File: src/rtl/apb_channel_register_bank.sv
// apb_channel_register_bank: APB register bank for CHANNELS identical control
// channels. Each channel has a shadow CTRL with commit into an active copy, a
// read-only STATUS, a sticky write-1-to-clear EVENT and an interrupt enable.
//
// Handshake: a transfer is requested when i_psel & i_penable are seen in IDLE.
// The bank answers with exactly one wait state: the following cycle (RESP)
// holds o_pready=1 with registered o_prdata/o_pslverr. The master must keep
// i_psel high through RESP; a write commits on the edge that leaves RESP and
// is dropped if i_psel has fallen by then.
module apb_channel_register_bank #(
    parameter int CHANNELS = 4,
    parameter int FIELD_WIDTH = 8,
    parameter int ADDRESS_WIDTH = 8,
    parameter logic [FIELD_WIDTH-1:0] RESET_VALUE = '0
) (
    input  logic                                  i_clk,
    input  logic                                  i_rst,
    input  logic                                  i_psel,
    input  logic                                  i_penable,
    input  logic                                  i_pwrite,
    input  logic [ADDRESS_WIDTH-1:0]              i_paddr,
    input  logic [31:0]                           i_pwdata,
    output logic                                  o_pready,
    output logic [31:0]                           o_prdata,
    output logic                                  o_pslverr,
    output logic [CHANNELS-1:0][FIELD_WIDTH-1:0]  o_value,
    input  logic [CHANNELS-1:0][FIELD_WIDTH-1:0]  i_status,
    input  logic [CHANNELS-1:0][FIELD_WIDTH-1:0]  i_event,
    input  logic [CHANNELS-1:0]                   i_commit,
    output logic [CHANNELS-1:0]                   o_irq,
    output logic [0:0]                            o_state
);

    localparam logic [0:0] STATE_IDLE = 1'b0;
    localparam logic [0:0] STATE_RESP = 1'b1;

    localparam logic [ADDRESS_WIDTH-1:0] COMMIT_ADDR   = ADDRESS_WIDTH'(CHANNELS * 16);
    localparam logic [ADDRESS_WIDTH-1:0] CHANNEL_COUNT = ADDRESS_WIDTH'(CHANNELS);
    // Only the field bits and the commit bits of the write data matter.
    localparam int KEEP_WIDTH = (FIELD_WIDTH > CHANNELS) ? FIELD_WIDTH : CHANNELS;

    logic [0:0] state;

    logic [CHANNELS-1:0][FIELD_WIDTH-1:0] shadow;
    logic [CHANNELS-1:0][FIELD_WIDTH-1:0] active;
    logic [CHANNELS-1:0][FIELD_WIDTH-1:0] evt;
    logic [CHANNELS-1:0][FIELD_WIDTH-1:0] int_en;

    // Decode of the live APB address, used at the edge that enters RESP.
    logic [ADDRESS_WIDTH-1:0] dec_index;
    logic                     dec_aligned;
    logic                     dec_commit;
    logic                     dec_chan;
    logic [3:0]               dec_ch;
    logic [1:0]               dec_off;
    logic [31:0]              rd_data;

    // Request captured on entry to RESP and applied on exit.
    logic                  req_write;
    logic                  req_chan;
    logic                  req_commit;
    logic [3:0]            req_ch;
    logic [1:0]            req_off;
    logic [KEEP_WIDTH-1:0] req_wdata;

    logic                                 wr_fire;
    logic [CHANNELS-1:0]                  chan_hit;
    logic [CHANNELS-1:0]                  wr_ctrl;
    logic [CHANNELS-1:0]                  wr_int_en;
    logic [CHANNELS-1:0]                  commit_now;
    logic [CHANNELS-1:0][FIELD_WIDTH-1:0] evt_clear;

    logic unused_pwdata;
    assign unused_pwdata = ^i_pwdata;

    assign o_pready = (state == STATE_RESP);
    assign o_state  = state;
    assign o_value  = active;

    // Address decode: channel window, global COMMIT, everything else errors.
    always_comb begin
        dec_index   = i_paddr >> 4;
        dec_aligned = (i_paddr[1:0] == 2'b00);
        dec_commit  = dec_aligned && (i_paddr == COMMIT_ADDR);
        dec_chan    = dec_aligned && (dec_index < CHANNEL_COUNT);
        dec_ch      = dec_index[3:0];
        dec_off     = i_paddr[3:2];
    end

    // Read mux; COMMIT and unmapped addresses read as zero.
    always_comb begin
        rd_data = '0;
        for (int c = 0; c < CHANNELS; c++) begin
            if (dec_chan && (dec_ch == 4'(c))) begin
                case (dec_off)
                    2'd0:    rd_data[FIELD_WIDTH-1:0] = shadow[c];
                    2'd1:    rd_data[FIELD_WIDTH-1:0] = i_status[c];
                    2'd2:    rd_data[FIELD_WIDTH-1:0] = evt[c];
                    default: rd_data[FIELD_WIDTH-1:0] = int_en[c];
                endcase
            end
        end
    end

    // APB FSM: capture request and response on entry, release on exit.
    always_ff @(posedge i_clk or posedge i_rst) begin
        if (i_rst) begin
            state      <= STATE_IDLE;
            req_write  <= 1'b0;
            req_chan   <= 1'b0;
            req_commit <= 1'b0;
            req_ch     <= '0;
            req_off    <= '0;
            req_wdata  <= '0;
            o_prdata   <= '0;
            o_pslverr  <= 1'b0;
        end else begin
            case (state)
                STATE_IDLE: begin
                    if (i_psel && i_penable) begin
                        state      <= STATE_RESP;
                        req_write  <= i_pwrite;
                        req_chan   <= dec_chan;
                        req_commit <= dec_commit;
                        req_ch     <= dec_ch;
                        req_off    <= dec_off;
                        req_wdata  <= i_pwdata[KEEP_WIDTH-1:0];
                        o_prdata   <= i_pwrite ? 32'h0 : rd_data;
                        o_pslverr  <= !(dec_chan || dec_commit);
                    end
                end
                default: begin
                    state     <= STATE_IDLE;
                    o_prdata  <= '0;
                    o_pslverr <= 1'b0;
                end
            endcase
        end
    end

    // Per-channel write strobes for the edge leaving RESP, plus commit requests.
    always_comb begin
        wr_fire = (state == STATE_RESP) && i_psel && req_write;
        for (int c = 0; c < CHANNELS; c++) begin
            chan_hit[c]   = wr_fire && req_chan && (req_ch == 4'(c));
            wr_ctrl[c]    = chan_hit[c] && (req_off == 2'd0);
            wr_int_en[c]  = chan_hit[c] && (req_off == 2'd3);
            evt_clear[c]  = (chan_hit[c] && (req_off == 2'd2)) ? req_wdata[FIELD_WIDTH-1:0] : '0;
            commit_now[c] = i_commit[c] || (wr_fire && req_commit && req_wdata[c]);
        end
    end

    // Channel registers; commit copies the pre-write shadow, event set beats clear.
    always_ff @(posedge i_clk or posedge i_rst) begin
        if (i_rst) begin
            shadow <= {CHANNELS{RESET_VALUE}};
            active <= {CHANNELS{RESET_VALUE}};
            evt    <= '0;
            int_en <= '0;
            o_irq  <= '0;
        end else begin
            for (int c = 0; c < CHANNELS; c++) begin
                if (commit_now[c]) begin
                    active[c] <= shadow[c];
                end
                if (wr_ctrl[c]) begin
                    shadow[c] <= req_wdata[FIELD_WIDTH-1:0];
                end
                if (wr_int_en[c]) begin
                    int_en[c] <= req_wdata[FIELD_WIDTH-1:0];
                end
                evt[c]   <= (evt[c] & ~evt_clear[c]) | i_event[c];
                o_irq[c] <= |(evt[c] & int_en[c]);
            end
        end
    end

endmodule

File: config.mk
export PLATFORM = sky130hd
export DESIGN_NAME = apb_channel_register_bank
export DESIGN_NICKNAME = d
export VERILOG_FILES = /design/src/rtl/apb_channel_register_bank.sv
export SDC_FILE = /design/constraint.sdc
export NUM_CORES = 1
export LEC_CHECK = 0
export ABC_AREA = 1
export CAP_MARGIN = 10
export CORE_MARGIN = 2
export CORE_UTILIZATION = 54
export DETAILED_ROUTE_END_ITERATION = 10
export PLACE_DENSITY = 0.95
export SLEW_MARGIN = 20
export SYNTH_ARGS = -nofsm -noshare
export SYNTH_HDL_FRONTEND = slang
export SYNTH_SLANG_ARGS = --single-unit
File: constraint.sdc
create_clock -name i_clk -period 10.45 [get_ports i_clk]
set_input_delay 1.045 -clock i_clk [delete_from_list [all_inputs] [get_ports i_clk]]
set_output_delay 1.045 -clock i_clk [all_outputs]
set_load 0.05 [all_outputs]
==> run metrics, run 1 <==
status=complete, no violations; detailed-route via count=7158; post-DR vias/cell=5.61; mux contribution to synthesized area=0; Yosys reg bits=159; post-route ant nets=0; routed len/inst=between 15 and 20 um; CTS Hold Buffers Added=0; CTS Buffer Depth=2; mean post-synth cell area=7.96 um2; FP Rows=43; Syn Inst Count=~960; Final Max Slew Viols=0; # clock sinks=~160; die area=15200 um2; Clock Latency Late Sink=0.43 ns; Die Y=123 um; Power Density=165 nW/um2; skew final=0.00664 ns; setup repair bufs after CTS=0; Final Hold Viols=0; Setup TNS Final=0 ns; design area=9620 um2; Worst Setup SP=i_paddr[2]; Yosys cell types=31; Synth Area in Compound Gates=0.116; GP Congestion=0.951; initial antenna violation count=0; first-pass GRT wire length=between 30000 and 40000 um; vias in the first global route=6606; peak supply drop=0.110 mV; final HPWL from detailed placement=15500 um; kind of critical path=in -> reg; drt total wl=roughly 22000 um; placed cell areas=8990 um2; Post-Synth Adder-Cell Area=0; Post-Synth XOR/XNOR Area=0; critical path peak fanout=36; Crit. End Element=register; Antenna Cells=0; Worst EP arrival=3.67 ns; 1st-iter DRT viols=1000; worst slew pin tran=0.961 ns; # IOs=184; largest family of logic cells by synthesized area=simple AND/OR/NAND/NOR gates; endpoints failing setup=0; final period utilization=0.320; share of layout cells above drive strength 1=0.0566; H-Tree Depth=4; FMAX=between 200 and 300 MHz; max_cap viols=0; min-delay src=o_prdata[2]; worst relative slew slack=0.357; Die Wd=123 um; port buffer count=135; area grow syn2layout=25.5%; starting density of the core=0.552; core footprint=13900 um2; r2r startpoint=o_pready; leakage=4.55 nW; Overall Global Routing Usage=0.304; Ys Warns=0; Startpoint Class=input pin; register area share after synthesis=0.519; class of the worst hold path=reg -> reg; Inserted Clock Buffers=17; Worst EP required=10.77 ns; CTS tree=done; Mapped Area=~7700 um2; Resized cells post-CTS=0; DRT Pass-1 Iters=6; RSZ-0062 raised after global routing=false; minimum clock period=3.35 ns; largest net degree at the start of global routing=94; Reg clk slew, reported paths=approximately 0.060 ns; fin nets=~1.2k; total gr overflow=0; simple-gate share of the synthesized area=0.272; detailed-route DRC error count=0; CTS root buffer=clkbuf_16
-- layer usage --
layer | global-route usage | wire, um
met5 | 0 | 0
met4 | 0.145 | 917
met3 | 0.0789 | 2280
met2 | 0.480 | 10500
met1 | 0.391 | 8410
-- registers in the layout, summed over array words and instances (netlist names), 2 cells and up --
signal	cells
evt	32
int_en	32
o_value	32
shadow	32
o_prdata	8
req_wdata	8
o_irq	4
req_ch	4
req_off	2
-- metrics by stage --
step / utilization / hold slack (ns) / total power [mW] / setup slack [ns] / instances
final: 0.693 / 0.488 / 1.59 / 7.10 / 1276
after detailed placement: 0.648 / 0.478 / 0.939 / 6.83 / 1244
after global routing: 0.693 / 0.500 / 1.64 / 7.01 / 1276
after floorplan: - / 0.454 / 0.843 / 5.11 / 986
after CTS: 0.693 / 0.493 / 1.59 / 7.25 / 1276
after global placement: 0.648 / 0.465 / 0.933 / 6.85 / 1244
-- Yosys cell counts --
library cell / instances / area share
nand2_1: 303 / 0.15
dfrtp_1: 159 / 0.52
nand3_1: 90 / 0.059
inv_1: 81 / 0.040
o21ai_1: 64 / 0.042
nor2_1: 62 / 0.030
o21ai_0: 62 / 0.040
buf_4: 26 / 0.025
clkbuf_1: 18 / 0.0088
a21oi_1: 17 / 0.011
buf_2: 14 / 0.0091
o21bai_1: 13 / 0.013
nand2_2: 6 / 0.0049
nand3_2: 6 / 0.0078
nand4_1: 6 / 0.0049
o22ai_1: 5 / 0.0041
clkinv_1: 4 / 0.0020
inv_2: 4 / 0.0020
nor3_2: 4 / 0.0052
buf_6: 3 / 0.0044
o211ai_1: 3 / 0.0029
a221oi_1: 2 / 0.0023
nor2_4: 2 / 0.0029
or2_2: 2 / 0.0016
conb_1: 1 / 0.00049
nand3_4: 1 / 0.0023
nand3b_1: 1 / 0.00098
nor2_2: 1 / 0.00082
nor2_8: 1 / 0.0026
nor3_1: 1 / 0.00065
o21a_1: 1 / 0.00098
-- power breakdown --
| part | leakage [nW] | internal (mW) | total (mW) | switching, mW |
|---|---|---|---|---|
| clock network | 0.299 | 0.410 | 0.656 | 0.246 |
| registers | 2.01 | 0.648 | 0.671 | 0.0232 |
| logic | 2.24 | 0.0806 | 0.263 | 0.182 |
| total | 4.55 | 1.14 | 1.59 | 0.451 |
-- worst max-delay path, cell delays in order --
cell and delay, ns:
clkdlybuf4s50_1 0.44, buf_4 0.27, nand2_1 0.44, clkinv_1 0.67, nand2_1 0.22, nand2_1 0.06, o21ai_0 0.27, nand2_1 0.13
nand2_1 0.08, nand2_1 0.04
-- cell families after synthesis --
| family | Yosys count |
|---|---|
| compound gates | 167 |
| simple gates | 486 |
| flops | 159 |
| other cells | 1 |
| buf+inv | 150 |
-- area by class of cell --
| type | instances | area [um2] |
|---|---|---|
| clock buffers | 21 | 460 |
| clock inverters | 11 | 163 |
| fillers | 1070 | 4260 |
| inverters | 89 | 339 |
| multi-input cells | 677 | 3070 |
| flip-flops and latches | 159 | 3980 |
| well taps | 180 | 225 |
| repair buffers | 139 | 1380 |
-- cell usage in the layout, fill, tap and decap left out, drive strengths merged --
cell           netlist  layout
clkinv               4       8
nand4                6       6
nor3                 5       5
clkdlybuf4s50        0     135
o21ai              126     126
nand2              309     309
o211ai               3       3
o22ai                5       5
nand3b               1       1
or2                  2       2
buf                 43       4
dfrtp              159     159
clkinvlp             0       3
nand3               97      97
o21bai              13      13
conb                 1      24
clkbuf              18      21
a221oi               2       2
nor2                66      66
a21oi               17      17
inv                 85      85
bufinv               0       4
o21a                 1       1
-- worst paths after layout --
check                               to  slack, ns  depth (start not counted)
max                        o_prdata[3]       7.10                         10
min                        o_prdata[2]       0.49                          2
max reg2reg                o_prdata[2]       8.20                          7
min reg2reg                o_prdata[2]       0.49                          2
max in group asynchronous    shadow[0]       7.94                          3
min in group asynchronous      evt[14]       1.17                          2
Power figures use the tool's default switching activity.
==> inputs of run 2 (changes only) <==
CORE_UTILIZATION = 50   (was 54)
PLACE_DENSITY = 0.89   (was 0.95)
clock period = 3.2 ns   (was 10.45 ns; I/O delays follow)
==> run metrics, run 2 (synthesized netlist as in run 1, its figures left out) <==
Power Density=532 nW/um2 (+220%); first-pass GRT wire length=35300 um (+3.5%); Final Hold Viols=0 (unchanged); DRT Pass-1 Iters=6 (unchanged); die area=16300 um2 (+7.7%); # IOs=184 (unchanged); skew final=0.0102 ns (+0.00359 ns); 1st-iter DRT viols=931 (-6.9%); Final Max Slew Viols=0 (unchanged); post-route ant nets=0 (unchanged); Die Wd=128 um (+3.8%); H-Tree Depth=4 (unchanged); Inserted Clock Buffers=17 (unchanged); share of layout cells above drive strength 1=0.0617 (+0.00514); worst relative slew slack=0.426 (+0.0689); worst reg-to-reg setup slack=1.34 ns (-6.86 ns); initial antenna violation count=0 (unchanged); minimum clock period=2.10 ns; final period utilization=0.656; fin nets=1203 (+0.59%); FP Rows=45 (+4.7%); Die Y=128 um (+3.8%); GP Congestion=0.939 (-1.3%); class of the worst hold path=in -> async; CTS Hold Buffers Added=0 (unchanged); drt total wl=22100 um (about the same); final HPWL from detailed placement=15900 um (+3.0%); CTS Buffer Depth=2 (unchanged); FMAX=approximately 480 MHz; kind of critical path=reg -> out; Worst EP required=2.88 ns (-7.89 ns); largest net degree at the start of global routing=60 (-36%); port buffer count=135 (unchanged); final worst slack=1.10 ns (-6.00 ns); status=complete, no violations; Worst EP arrival=1.78 ns (-1.89 ns); CTS root buffer=clkbuf_16; Inst Count DP=1259 (+1.2%); routed len/inst=17.1 um (-1.1%); RSZ-0062 raised after global routing=false; CTS tree=done; Fillers=1293 (+21%); core footprint=15100 um2 (+8.7%); Post-Layout Cell Count=1290 (+1.1%); worst slew pin tran=0.862 ns (-0.0998 ns); buffers and inverters on the worst path=1 (-2); Clock Latency Late Sink=0.43 ns (about the same); commonest non-fill, non-tap cell in the layout=nand2_1; Overall Global Routing Usage=0.285 (-0.0184); setup repair bufs after CTS=0 (unchanged); # clock sinks=159 (unchanged); Post-Place Setup Slack=0.841 ns (-5.98 ns); total gr overflow=0 (unchanged); post-DR vias/cell=5.51 (-1.8%); detailed-route DRC error count=0 (unchanged); most frequent cells in the layout=nand2_1, dfrtp_1, clkdlybuf4s50_1, nand3_1, inv_1; Antenna Cells=0 (unchanged); CP max stage cell=clkdlybuf4s50_1; worst path cell trace=clkdlybuf4s50_1; starting density of the core=0.508 (-0.0442); peak supply drop=0.360 mV (+230%); CP top delay family=buffers and inverters; slowest stage delay, CP=0.86 ns (+0.19 ns); Setup TNS Final=0 ns (unchanged); vias in the first global route=6865 (+3.9%); endpoints failing setup=0 (unchanged); detailed-route via count=7107 (-0.71%); max_cap viols=0 (unchanged); Crit. End Element=output pin; area grow syn2layout=26.7%; leakage=4.59 nW (+0.73%); Resized cells post-CTS=0 (unchanged); critical path peak fanout=5 (-86%); Reg clk slew, reported paths=0.06 ns (about the same); Startpoint Class=register
[run 2: cell types whose count changed in the layout (fill, tap and decap cells not counted)]
cell / previous run / this run
buf_4: 4 / 8
bufinv_16: 4 / 3
buf_12: 0 / 3
clkinvlp_4: 3 / 5
clkinv_2: 4 / 0
clkbuf_8: 2 / 4
[run 2: path summary, 6_finish.rpt]
kind | end | startpoint | depth (start not counted)
min in group i_clk | evt[13] | i_event[13] | 3
setup / recovery | o_pready | o_pready | 1
hold reg to reg | o_prdata[5] | o_prdata[5] | 2
max in group asynchronous | o_value[17] | i_rst | 3
hold / removal | o_value[15] | i_rst | 2
setup reg to reg | evt[2] | req_ch[2] | 6
[run 2: power breakdown]
| group | switching (mW) | internal [mW] | leakage, nW | total (mW) |
|---|---|---|---|---|
| sequential | 0.0738 | 2.12 | 2.01 | 2.19 |
| clock | 0.794 | 1.31 | 0.288 | 2.10 |
| combinational | 0.598 | 0.274 | 2.29 | 0.872 |
[run 2: stage by stage]
stage               cell area (um2)  total power [mW]  hold slack [ns]  utilization
finish                         9710              5.16            0.358        0.643
global route                   9710              5.35            0.411        0.643
CTS                            9710              5.17            0.367        0.643
detailed placement             9090              3.08            0.469        0.603
global placement               9090              3.06            0.466        0.603
floorplan                      7750              2.75            0.419            -
[run 2: routing by layer]
layer | wire, um | global-route usage | up-vias
met5 | 0 | 0 | -
met3 | 2170 | 0.0622 | 75
li1 | - | - | 3315
met4 | 873 | 0.131 | 0
met2 | 10200 | 0.438 | 451
met1 | 8840 | 0.390 | 3266
[run 2: area by class of cell]
| type | count | area, um2 | share of cell area |
|---|---|---|---|
| Inverter | 89 | 338 | 0.0348 |
| Sequential cell | 159 | 3980 | 0.410 |
| Clock inverter | 8 | 129 | 0.0133 |
| Timing Repair Buffer | 146 | 1470 | 0.152 |
| Clock buffer | 23 | 488 | 0.0503 |
| Tap cell | 188 | 235 | 0.0242 |
| Multi-Input combinational cell | 677 | 3070 | 0.316 |
